==> src/rtl/fault_campaign_pkg.sv <==
`default_nettype none
// ============================================================================
// Module      : fault_campaign_pkg
// Description : Shared types and constants for the fault campaign controller:
//               FSM state encoding, idle fault-point value, stimulus LFSR
//               mask and the single-step LFSR helper.
// Revision    : 1.0 - initial release
// ============================================================================
package fault_campaign_pkg;

  // Campaign controller states, explicitly encoded in 3 bits
  typedef enum logic [2:0] {
    IDLE    = 3'd0,
    RST_DUT = 3'd1,
    RUN     = 3'd2,
    CAPTURE = 3'd3,
    REPORT  = 3'd4,
    DONE    = 3'd5
  } state_t;

  // Widest fault-point bus supported; FP_IDLE is sliced down to FP_W
  localparam int unsigned FP_W_MAX = 32;

  // All-ones fault point lies outside every toggle range, so the DUT is fault-free
  localparam logic [FP_W_MAX-1:0] FP_IDLE = '1;

  // Galois feedback mask for the 8-bit stimulus LFSR
  localparam logic [7:0] LFSR_MASK = 8'hB8;

  // One right-shift step of the Galois LFSR
  function automatic logic [7:0] lfsr_step(input logic [7:0] s);
    logic [7:0] n;
    n = {1'b0, s[7:1]};
    if (s[0]) begin
      n = n ^ LFSR_MASK;
    end
    return n;
  endfunction

endpackage
`default_nettype wire

==> src/rtl/stim_lfsr.sv <==
`default_nettype none
// ============================================================================
// Module      : stim_lfsr
// Description : 8-bit Galois LFSR producing the per-run stimulus bit. Reseeded
//               by load so every run sees the same sequence.
// Revision    : 1.0 - initial release
// ============================================================================
module stim_lfsr
  import fault_campaign_pkg::*;
(
  input  logic       clk,
  input  logic       reset,
  input  logic       load,
  input  logic [7:0] seed,
  input  logic       advance,
  output logic [7:0] state,
  output logic       bit0
);

  logic [7:0] r_state;

  // Seed on reset or load, otherwise step once per advance
  always_ff @(posedge clk) begin
    if (reset) begin
      r_state <= seed;
    end else if (load) begin
      r_state <= seed;
    end else if (advance) begin
      r_state <= lfsr_step(r_state);
    end
  end

  assign state = r_state;
  assign bit0  = r_state[0];

endmodule
`default_nettype wire

==> src/rtl/fault_campaign_ctrl.sv <==
`default_nettype none
// ============================================================================
// Module      : fault_campaign_ctrl
// Description : Runs a hardware fault campaign: one golden run to capture the
//               reference signature, then one identically-stimulated run per
//               fault point, streaming a detected/undetected result for each.
// Revision    : 1.0 - initial release
// ============================================================================
module fault_campaign_ctrl
  import fault_campaign_pkg::*;
#(
  parameter int          FP_W       = 8,
  parameter int          DATA_W     = 8,
  parameter int          NUM_FP     = 1,
  parameter int          RUN_CYCLES = 16,
  parameter logic [7:0]  LFSR_SEED  = 8'h01
) (
  input  logic              clk,
  input  logic              reset,
  input  logic              start,
  output logic              dut_reset,
  output logic              dut_enable,
  output logic [FP_W-1:0]   fp,
  input  logic [DATA_W-1:0] dut_out,
  output logic              result_valid,
  input  logic              result_ready,
  output logic [FP_W-1:0]   result_fp,
  output logic              result_detected,
  output logic [DATA_W-1:0] golden_sig,
  output logic [FP_W-1:0]   detected_cnt,
  output logic              busy,
  output logic              done
);

  localparam int              CYC_W      = $clog2(RUN_CYCLES + 1);
  localparam logic [CYC_W-1:0] c_cyc_last = CYC_W'(RUN_CYCLES - 1);
  localparam logic [FP_W-1:0] c_fp_idle  = FP_IDLE[FP_W-1:0];
  localparam logic [FP_W-1:0] c_fp_last  = FP_W'((NUM_FP > 0) ? (NUM_FP - 1) : 0);
  localparam logic [FP_W-1:0] c_cnt_max  = '1;
  localparam bit              c_has_fp   = (NUM_FP > 0);

  state_t              r_state;
  state_t              w_state_next;
  logic [CYC_W-1:0]    r_cyc;
  logic [FP_W-1:0]     r_fp;
  logic                r_result_valid;
  logic [FP_W-1:0]     r_result_fp;
  logic                r_result_detected;
  logic [DATA_W-1:0]   r_golden_sig;
  logic [FP_W-1:0]     r_detected_cnt;

  logic                w_golden_pass;
  logic                w_mismatch;
  logic                w_lfsr_load;
  logic                w_lfsr_advance;
  logic [7:0]          w_lfsr_state;
  logic                w_lfsr_bit0;
  logic                w_unused_lfsr;

  // The golden pass is the only run with fp parked at the idle value
  assign w_golden_pass = (r_fp == c_fp_idle);
  assign w_mismatch    = (dut_out != r_golden_sig);
  assign w_unused_lfsr = ^w_lfsr_state;

  stim_lfsr u_stim_lfsr (
    .clk     (clk),
    .reset   (reset),
    .load    (w_lfsr_load),
    .seed    (LFSR_SEED),
    .advance (w_lfsr_advance),
    .state   (w_lfsr_state),
    .bit0    (w_lfsr_bit0)
  );

  // State register
  always_ff @(posedge clk) begin
    if (reset) begin
      r_state <= IDLE;
    end else begin
      r_state <= w_state_next;
    end
  end

  // Next-state logic
  always_comb begin
    w_state_next = r_state;
    case (r_state)
      IDLE, DONE: begin
        if (start) begin
          w_state_next = RST_DUT;
        end
      end
      RST_DUT: w_state_next = RUN;
      RUN: begin
        if (r_cyc == c_cyc_last) begin
          w_state_next = CAPTURE;
        end
      end
      CAPTURE: begin
        if (!w_golden_pass) begin
          w_state_next = REPORT;
        end else if (c_has_fp) begin
          w_state_next = RST_DUT;
        end else begin
          w_state_next = DONE;
        end
      end
      REPORT: begin
        if (result_ready) begin
          w_state_next = (r_fp == c_fp_last) ? DONE : RST_DUT;
        end
      end
      default: w_state_next = IDLE;
    endcase
  end

  // State-decoded outputs and LFSR controls
  always_comb begin
    dut_reset      = 1'b1;
    dut_enable     = 1'b0;
    busy           = 1'b1;
    done           = 1'b0;
    w_lfsr_load    = 1'b0;
    w_lfsr_advance = 1'b0;
    case (r_state)
      IDLE: busy = 1'b0;
      DONE: begin
        busy = 1'b0;
        done = 1'b1;
      end
      RST_DUT: w_lfsr_load = 1'b1;
      RUN: begin
        dut_reset      = 1'b0;
        dut_enable     = w_lfsr_bit0;
        w_lfsr_advance = 1'b1;
      end
      CAPTURE, REPORT: dut_reset = 1'b0;
      default: busy = 1'b0;
    endcase
  end

  // Campaign datapath: run counter, fault point, signature and results
  always_ff @(posedge clk) begin
    if (reset) begin
      r_cyc             <= '0;
      r_fp              <= c_fp_idle;
      r_result_valid    <= 1'b0;
      r_result_fp       <= '0;
      r_result_detected <= 1'b0;
      r_golden_sig      <= '0;
      r_detected_cnt    <= '0;
    end else begin
      case (r_state)
        IDLE, DONE: begin
          if (start) begin
            r_fp           <= c_fp_idle;
            r_detected_cnt <= '0;
          end
        end
        RST_DUT: r_cyc <= '0;
        RUN:     r_cyc <= r_cyc + 1'b1;
        CAPTURE: begin
          if (w_golden_pass) begin
            r_golden_sig <= dut_out;
            if (c_has_fp) begin
              r_fp <= '0;
            end
          end else begin
            r_result_valid    <= 1'b1;
            r_result_fp       <= r_fp;
            r_result_detected <= w_mismatch;
            if (w_mismatch && (r_detected_cnt != c_cnt_max)) begin
              r_detected_cnt <= r_detected_cnt + 1'b1;
            end
          end
        end
        REPORT: begin
          if (result_ready) begin
            r_result_valid <= 1'b0;
            r_fp           <= (r_fp == c_fp_last) ? c_fp_idle : (r_fp + 1'b1);
          end
        end
        default: ;
      endcase
    end
  end

  assign fp              = r_fp;
  assign result_valid    = r_result_valid;
  assign result_fp       = r_result_fp;
  assign result_detected = r_result_detected;
  assign golden_sig      = r_golden_sig;
  assign detected_cnt    = r_detected_cnt;

endmodule
`default_nettype wire
==> config.mk <==
export PLATFORM = sky130hd
export DESIGN_NAME = fault_campaign_ctrl
export DESIGN_NICKNAME = d
export VERILOG_FILES = /design/src/rtl/fault_campaign_pkg.sv /design/src/rtl/stim_lfsr.sv /design/src/rtl/fault_campaign_ctrl.sv
export SDC_FILE = /design/constraint.sdc
export NUM_CORES = 1
export LEC_CHECK = 0
export BUFFER_PORTS_ARGS = -buffer_cell sky130_fd_sc_hd__clkbuf_2
export CAP_MARGIN = 0
export CORE_MARGIN = 4
export CORE_UTILIZATION = 35
export DETAILED_ROUTE_END_ITERATION = 10
export SLEW_MARGIN = 20
export SYNTH_ARGS = -nofsm -noshare
export SYNTH_HDL_FRONTEND = slang
export SYNTH_HIERARCHICAL = 1
export SYNTH_SLANG_ARGS = --single-unit
==> constraint.sdc <==
create_clock -name clk -period 2.65 [get_ports clk]
set_input_delay 0.3975 -clock clk [delete_from_list [all_inputs] [get_ports clk]]
set_output_delay 0.3975 -clock clk [all_outputs]
set_load 0.02 [all_outputs]
# ---- Word-level counts from Yosys, hierarchy flattened
# Index checks and enable logic that the tools add are counted.
dict set report word_totals {
  ff_bits 50
  output_inout_bits 38
  in_bits 12
}
dict set report op_classes {
  add_sub_neg 3
  n_eq_ne 15
  reduce_logical 17
  muxes 26
  bitwise 2
}
# cell count
set ops {}
lappend ops {{$mux W8} 8}
lappend ops {{$pmux W8 S3} 1}
lappend ops {{$add A8 B1 Y8 const B} 2}
lappend ops {{$pmux W8 S2} 1}
lappend ops {{$mux W3} 5}
lappend ops {{$pmux W3 S5} 1}
lappend ops {{$ne A2 B2 Y1 const B} 6}
lappend ops {{$pmux W5 S2} 1}
lappend ops {{$eq A8 B8 Y1 const B} 1}
lappend ops {{$logic_not A8 Y1} 1}
lappend ops {{$mux W1} 8}
lappend ops {{$ne A8 B8 Y1} 1}
lappend ops {{$ne A8 B8 Y1 const B} 1}
lappend ops {{$reduce_and A4 Y1} 2}
lappend ops {{$eq A3 B2 Y1 const B} 2}
lappend ops {{$eq A3 B3 Y1 const B} 2}
lappend ops {{$reduce_and A3 Y1} 2}
lappend ops {{$reduce_bool A2 Y1} 3}
lappend ops {{$add A5 B1 Y5 const B} 1}
lappend ops {{$eq A5 B4 Y1 const B} 1}
lappend ops {{$not A3 Y4} 1}
lappend ops {{$reduce_and A2 Y1} 2}
lappend ops {{$reduce_or A2 Y1} 2}
lappend ops {{$reduce_or A4 Y1} 1}
lappend ops {{7 further kinds} 7}

# ---- Logic depth before layout (Yosys ltp)
# Gate-level depths: netlist (run 1).
dict set report depth {
  depth_word 5
  depth_mapped 8
}

# ---- By module
# Netlist (run 1), hierarchy kept.
# mod cells_per_inst seq_area_each_um2 instances area_each_um2
set modules_own_cells {}
lappend modules_own_cells {fault_campaign_ctrl 256 840.8 1 2232.1}
lappend modules_own_cells {stim_lfsr 22 240.2 1 382.9}

# ---- Least setup slack after synthesis (run 1)
# No wires, ideal clock.
dict set report synth_timing {
  kind {register -> register}
  start {reg r_fp[1], in the netlist fp[1]}
  end {reg r_fp[2], in the netlist fp[2]}
  setup_time_ns 0.122
  required_time_ns 2.528
  period_less_slack_ns 1.880
  arrival_ns 1.758
  path_buffers 1
  path_stages_with_launch 8
  path_slack_ns 0.770
  path_cell_list {dfxtp_1 > ha_1 > and3_1 > nand2_2 > o21ai_4 > buf_6 > o21ai_0 > a221o_1}
}
dict set report synth_between {
  elab_chain_cells 4
  elab_cells_between_ends 8
  classes_between {1 x add/sub; 2 x eq/ne; 3 x mux; 2 x reduce/logical}
}
# element line
set synth_lines {}
lappend synth_lines {{start: declaration} fault_campaign_ctrl.sv:45} ;# logic [FP_W-1:0] r_fp;
lappend synth_lines {{start signal: assignment} fault_campaign_ctrl.sv:146} ;# r_fp <= c_fp_idle;
lappend synth_lines {{start signal: assignment} fault_campaign_ctrl.sv:156} ;# r_fp <= c_fp_idle;
lappend synth_lines {{start signal: assignment} fault_campaign_ctrl.sv:180} ;# r_fp <= (r_fp == c_fp_last) ? c_fp_idle : (r_fp + 1'b1);
lappend synth_lines {{$add A8 B1 Y8 or $logic_not A8 Y1 (tied branches)} fault_campaign_ctrl.sv:180}
lappend synth_lines {{$mux W8} fault_campaign_ctrl.sv:180}
lappend synth_lines {{$mux W8} fault_campaign_ctrl.sv:178} ;# if (result_ready) begin
lappend synth_lines {{$pmux W8 S3} fault_campaign_ctrl.sv:153} ;# case (r_state)
# Parallel ways exist; a longest one is shown, timed or not. The select of a mux whose other input is x is not followed.
# A chain may end at the register's enable or synchronous reset.

# ---- Worst setup path after layout (run 1)
dict set report layout_timing {
  start {reg r_state[1]}
  end {out dut_enable}
}
dict set report layout_between {
  elab_chain_cells 2
}
# element line
set layout_lines {}
lappend layout_lines {{start: declaration} fault_campaign_ctrl.sv:42} ;# state_t r_state;
lappend layout_lines {{start signal: assignment} fault_campaign_ctrl.sv:80} ;# r_state <= w_state_next;
lappend layout_lines {{$eq A3 B2 Y1} fault_campaign_ctrl.sv:125} ;# case (r_state)
lappend layout_lines {{$mux W1} fault_campaign_ctrl.sv:125}
lappend layout_lines {{end: declaration} fault_campaign_ctrl.sv:22} ;# output logic dut_enable,
# Every way passes these cells.

==> summary.txt, run 1 <==
CTS
  • Longest Clk Path Bufs: 2
  • Clock tree from TritonCTS: yes
  • Cts-stage hold buffer count: 0
  • Number of cells upsized or downsized after cts: 0
  • CTS Root Cell: sky130_fd_sc_hd__clkbuf_8
  • Clock sink count: 50
  • CTS Buf Count: 5
  • Clock transition at the register clock pins on the worst setup and hold paths after CTS: 80 ps
  • Post CTS Setup Buffer Count: 0
  • Max H-tree Level: 2
  • Worst-skew pair later-pin latency: 300 ps

Placed design
  • Number of port buffers: 49
  • Detailed placer's ending HPWL: 4208 um
  • Routability Congestion: 0.8239
  • Worst slack after detailed placement: 610.8 ps

Die
  • Area enclosed by the die boundary: 8895 um2
  • I/O pin count: 50
  • X dimension of the die: 94.32 um
  • Site Rows: 31
  • Vertical die dimension: 94.32 um
  • Initial Utilization: 35.95%
  • Core Region: 7253 um2

Synth
  • Mean cell area of the mapped netlist: 9.413 um2
  • Post-synth design cell area: 2608 um2
  • Yosys warnings: 6
  • Cells after Synth: 277

Routing
  • Final routed wire length divided by cell count: 13.51 um
  • Total wire length after detailed routing: 5836 um
  • Detailed-route via count: 2224
  • Detailed-route vias per instance: 5.148
  • Remaining design rule violation count: 0
  • Detail Route Antenna Nets: 0
  • TritonRoute pass-1 iters: 4
  • Violation count after the first detailed-routing iteration: 128

Global routing
  • Antenna violations before repair: 0
  • Pin count of the biggest net entering global routing: 23
  • Grt ovf: 0
  • First-pass GRT wire length: 9756 um
  • Overall fraction of global-route tracks in use: 13.61%
  • Number of global-route vias before repair: 2050

STA
  • Fin. Hold Viols: 0
  • Final max-slew violation count: 0
  • Maximum clock frequency: 447.6 MHz
  • Minimum period implied by the final worst setup slack: 2234 ps
  • Post-route clock skew: 6.856 ps
  • Final worst setup slack: 415.8 ps
  • Part of the cycle the worst path needs: 84.31%
  • Max-slew headroom at the worst pin: 63.37%
  • Unrepaired setup endpoints after global routing: no
  • Fin Setup TNS: 0 ps
  • Transition time of the tightest slew-check pin: 548.6 ps
  • Final number of setup-violating endpoints: 0

Final layout
  • Area added between synthesis and finish: 17.37%
  • Nets: 350
  • Share of the core filled with cells in the final layout: 42.19%
  • Fraction of layout instances using a drive strength above 1: 24.92%
  • Antenna diodes: 0
  • FILL cells: 742

Setup path
  • CP Data Required Time: 2250 ps
  • Critical path capture point type: output port
  • Setup crit start kind: register
  • Data arrival at the endpoint of the critical path: 1840 ps
  • Reg2reg path depth: 6
  • Maximum fanout along the worst path: 12
  • WS Path Type: reg2out

Outcome
  • Result of the run: finished clean

Power
  • Leakage power of the design: 1.224 nW
  • Worst IR drop on VDD: 0.4249 mV
  • PnR Total Power: 0.002794 W
  • Power density normalized to cell area: 912.8 nW/um2

Worst hold path
  • Hold Path Cell Cnt: 2
  • Worst min-delay path category: in2reg

Run
  • Max-capacitance violation count: 0
metal layers:
metal / wire length (um) / vias up / track usage, %
li1: - / 1113 / -
met1: 2902 / 1048 / 19.47
met2: 2579 / 52 / 20.04
met3: 238 / 11 / 2.885
met4: 115 / 0 / 5.054
met5: 0 / - / 0
critical path: stages (launching register included):
cell                       delay, ps
sky130_fd_sc_hd__dfxtp_1         630
sky130_fd_sc_hd__nor2b_1         260
sky130_fd_sc_hd__nand2b_1        130
sky130_fd_sc_hd__inv_1           190
sky130_fd_sc_hd__and2_1          150
sky130_fd_sc_hd__clkbuf_2        160
worst paths after layout:
path	from	slack (ps)	endpoint
worst max-delay path	r_state[1]$_SDFFE_PP0P_	420	dut_enable
worst min-delay path	result_ready	340	result_valid$_SDFFE_PP0P_
worst max register to register	fp[0]$_SDFFE_PP1P_	560	fp[6]$_SDFFE_PP1P_
worst min register to register	r_cyc[3]$_SDFFE_PP0P_	490	r_cyc[3]$_SDFFE_PP0P_
where the power goes:
group	switching, W	leakage, nW	internal (W)
Sequential	0.000205	0.420	0.000948
Combinational	0.000706	0.759	0.000493
Clock	0.000234	0.0443	0.000207
registers in the layout, summed over array words and instances (netlist names):
register,count
detected_cnt,8
result_fp,8
fp,8
u_stim_lfsr/state,8
result_valid,1
result_detected,1
r_state,3
r_cyc,5
golden_sig,8
through the flow:
step           area, um2  instances  hold WS (ps)
5_1_grt             3060        432         332.3
4_1_cts             3060        432         330.6
3_3_place_gp        2974        425         467.3
2_1_floorplan       2630        283         431.9
6_report            3060        432         339.8
3_5_place_dp        2974        425         461.6
cell type report:
class	count	area (um2)	share of cell area, %
inverter	9	33.78	1.104
multi-input combinational	214	1460	47.71
clock buffer	7	86.33	2.821
sequential	50	1081	35.32
tap	99	123.9	4.047
timing repair buffer	53	275.3	8.994
cell usage in the layout (no fill, tap or decap), types with 4 or more instances in the layout:
cell                       count
sky130_fd_sc_hd__o21ai_0      12
sky130_fd_sc_hd__and3_1        7
sky130_fd_sc_hd__mux2_2        8
sky130_fd_sc_hd__conb_1        8
sky130_fd_sc_hd__nand4_1       6
sky130_fd_sc_hd__mux2i_1      17
sky130_fd_sc_hd__buf_4         4
sky130_fd_sc_hd__edfxtp_1      8
sky130_fd_sc_hd__ha_1          5
sky130_fd_sc_hd__dfxtp_1      42
sky130_fd_sc_hd__a221o_1       5
sky130_fd_sc_hd__inv_1         9
sky130_fd_sc_hd__nand2_1      14
sky130_fd_sc_hd__nand3_1       9
sky130_fd_sc_hd__nor3_1        8
sky130_fd_sc_hd__a21oi_1       9
sky130_fd_sc_hd__clkbuf_2     49
sky130_fd_sc_hd__nor2_1       39
sky130_fd_sc_hd__a211oi_1      5
sky130_fd_sc_hd__clkbuf_8      6
sky130_fd_sc_hd__xnor2_1      11
Power figures use the tool's default switching activity.
==> inputs of run 2 (changes only) <==
- ABC_AREA: unset -> 1
- clock period: 2.65 -> 2.35 ns (I/O delays scaled with it)
==> run 2 against run 1 <==
Against the previous run: first-iteration DRC count is 7.0% lower; flip-flop and latch count unchanged; largest cell class unchanged; register-to-register slack got worse by 110 ps; non-clock buffer count decreased by 3; critical path depth rose by 1; die area grew 1.9%; critical path type unchanged; clock power rose by 68%; highest routed layer unchanged; combinational power increased by 13%; sequential power is 6% higher; via count rose by 7.8%; largest power group unchanged; hold slack got worse by 45 ps.
==> summary.txt, run 2 <==
CTS
  • CTS Root Cell: sky130_fd_sc_hd__clkbuf_8
  • Number of cells upsized or downsized after cts: 0 (unchanged)
  • Cts-stage hold buffer count: 0 (unchanged)
  • Max H-tree Level: 2 (unchanged)
  • CTS Buf Count: 5 (unchanged)
  • Worst-skew pair later-pin latency: 300 ps (about the same)
  • Post CTS Setup Buffer Count: 0 (unchanged)
  • Clock tree from TritonCTS: yes
  • Clock sink count: 50 (unchanged)
  • Longest Clk Path Bufs: 2 (unchanged)
  • Clock transition at the register clock pins on the worst setup and hold paths after CTS: 90 ps (about the same)

Power
  • Internal power consumption: 0.001942 W (+18%)
  • Worst IR drop on VDD: 0.5354 mV (+26%)
  • Power density normalized to cell area: 1045 nW/um2 (+15%)
  • Leakage power of the design: 1.483 nW (+21%)
  • Portion of total power attributed to the clock network: 22.4% (+6.6 points)
  • Switching Power: 0.001362 W (+19%)
  • Net Sw Frac: 41.24% (+0.24 points)
  • Sequential cell fraction of total power: 36.8% (-4.5 points)
  • Logic gate share of total power: 40.7% (-2.2 points)

Placed design
  • Detailed placer's ending HPWL: 4487 um (+6.6%)
  • Routability Congestion: 0.8002 (-2.9%)
  • Number of port buffers: 49 (unchanged)
  • Worst slack after detailed placement: 458.8 ps (-152.0 ps)

Setup path
  • Cell with the largest stage delay on the worst path: sky130_fd_sc_hd__dfxtp_1
  • Worst stage delay on the critical path: 530 ps (-100 ps)
  • CP Buf/Inv Count: 3 (+1)
  • WS Path Type: reg2out
  • Critical path capture point type: output port
  • Number of gates on the worst path with buffers counted: 6 (+1)
  • Data arrival at the endpoint of the critical path: 1770 ps (-70 ps)
  • Cell family with most CP delay: flip-flops
  • Maximum fanout along the worst path: 7 (-5)
  • Most frequent cell on the critical path: sky130_fd_sc_hd__nand2_1
  • Setup crit start kind: register
  • CP Data Required Time: 2000 ps (-250 ps)
  • Reg2reg path depth: 10 (+4)
  • Cells traversed along the worst timing path: inv_2 -> nand3_1 -> nand2_1 -> inv_1 -> nand2_1 -> clkbuf_2

Die
  • Vertical die dimension: 95.22 um (+0.96%)
  • Core Region: 7331 um2 (+1.1%)
  • Initial Utilization: 36.32% (+0.37 points)
  • Site Rows: 31 (unchanged)
  • Area enclosed by the die boundary: 9067 um2 (+1.9%)
  • I/O pin count: 50 (unchanged)
  • X dimension of the die: 95.22 um (+0.96%)

STA
  • Final worst setup slack: 225.5 ps (-190.3 ps)
  • Maximum clock frequency: 470.7 MHz
  • Minimum period implied by the final worst setup slack: 2125 ps
  • Fin. Hold Viols: 0 (unchanged)
  • Max-slew headroom at the worst pin: 52.62% (-11 points)
  • Unrepaired setup endpoints after global routing: no
  • Part of the cycle the worst path needs: 90.40%
  • Fin Setup TNS: 0 ps (unchanged)
  • Final number of setup-violating endpoints: 0 (unchanged)
  • Transition time of the tightest slew-check pin: 709.9 ps (+161.2 ps)
  • Final max-slew violation count: 0 (unchanged)
  • Post-route clock skew: 4.840 ps (-2.016 ps)

Global routing
  • Antenna violations before repair: 0 (unchanged)
  • Pin count of the biggest net entering global routing: 24 (+4.3%)
  • Grt ovf: 0 (unchanged)
  • Overall fraction of global-route tracks in use: 14.29% (+0.68 points)
  • First-pass GRT wire length: 10370 um (+6.3%)
  • Number of global-route vias before repair: 2191 (+6.9%)

Routing
  • TritonRoute pass-1 iters: 4 (unchanged)
  • Detail Route Antenna Nets: 0 (unchanged)
  • Detailed-route vias per instance: 4.610 (-10%)
  • Violation count after the first detailed-routing iteration: 119 (-7.0%)
  • Final routed wire length divided by cell count: 11.57 um (-14%)
  • Total wire length after detailed routing: 6017 um (+3.1%)
  • Detailed-route via count: 2397 (+7.8%)
  • Remaining design rule violation count: 0 (unchanged)

Final layout
  • Nets: 437 (+25%)
  • Most common cell after layout, fill and taps aside: sky130_fd_sc_hd__nand2_1
  • Fraction of layout instances using a drive strength above 1: 20.19% (-4.7 points)
  • Antenna diodes: 0 (unchanged)
  • Area added between synthesis and finish: 18.70%
  • Most frequent cells in the layout: sky130_fd_sc_hd__nand2_1, sky130_fd_sc_hd__clkbuf_2, sky130_fd_sc_hd__inv_1

Worst hold path
  • Worst min-delay path category: in2reg
  • Hold Path Cell Cnt: 3 (+1)

Synth
  • Yosys warnings: 6 (unchanged)
  • Cells after Synth: 364 (+31%)
  • Post-synth design cell area: 2663 um2 (+2.1%)
  • Mean cell area of the mapped netlist: 7.315 um2 (-22%)

Run
  • Max-capacitance violation count: 0 (unchanged)

Outcome
  • Result of the run: finished clean
==> run 2: cell type report <==
cell class              instances  area (um2)
inverters                      54       207.7
fillers                       783        4170
clock buffers                   6       82.58
clock inverters                 2       60.06
multi-input cells             259        1353
flip-flops and latches         50        1081
well taps                      99       123.9
repair buffers                 50       252.7
==> run 2: power groups by stage <==
stage,clock network (W),registers [W],logic [W]
final,0.000741,0.00122,0.00135
after global routing,0.000795,0.00124,0.00153
after CTS,0.000765,0.00122,0.00135
after detailed placement,0,0.00124,0.00135
after global placement,0,0.00123,0.00134
after floorplan,0,0.00130,0.000972
==> run 2: worst paths after layout <==
kind / start / to / slack (ps)
hold / removal: dut_out[5] / golden_sig[5]$_SDFFE_PP0P_ / 290
setup reg to reg: fp[0]$_SDFFE_PP1P_ / fp[4]$_SDFFE_PP1P_ / 450
hold reg to reg: result_valid$_SDFFE_PP0P_ / result_valid$_SDFFE_PP0P_ / 470
setup / recovery: r_state[0]$_SDFFE_PP0P_ / busy / 230
==> run 2: per-layer routing <==
layer	wire length [um]	track usage (%)	vias up
met5	0	0	-
met2	2806	23.03	34
li1	-	-	1279
met3	295	3.552	7
met4	72	4.688	0
met1	2843	18.69	1077
==> run 2: worst reg2reg max path, stage by stage (launching register included) <==
cell and delay (ps):
sky130_fd_sc_hd__dfxtp_1 400, sky130_fd_sc_hd__ha_1 190, sky130_fd_sc_hd__nand2_1 90, sky130_fd_sc_hd__nor2_1 130, sky130_fd_sc_hd__nand2_1 130, sky130_fd_sc_hd__nand2_2 140
sky130_fd_sc_hd__o21ai_2 80, sky130_fd_sc_hd__nor2_4 310, sky130_fd_sc_hd__o21ai_0 150, sky130_fd_sc_hd__nand2_1 80, sky130_fd_sc_hd__nand3_1 60
==> run 2: per-stage QoR <==
| step | total power (W) | hold WS, ps | util [%] | instances | instance area, um2 |
|---|---|---|---|---|---|
| floorplan | 0.002274 | 444.1 | - | 370 | 2685 |
| global route | 0.003567 | 306.5 | 43.11 | 520 | 3161 |
| CTS | 0.003337 | 286.3 | 43.11 | 520 | 3161 |
| finish | 0.003304 | 294.4 | 43.11 | 520 | 3161 |
| detailed placement | 0.002586 | 456.8 | 41.17 | 512 | 3018 |
| global placement | 0.002570 | 453.6 | 41.17 | 512 | 3018 |
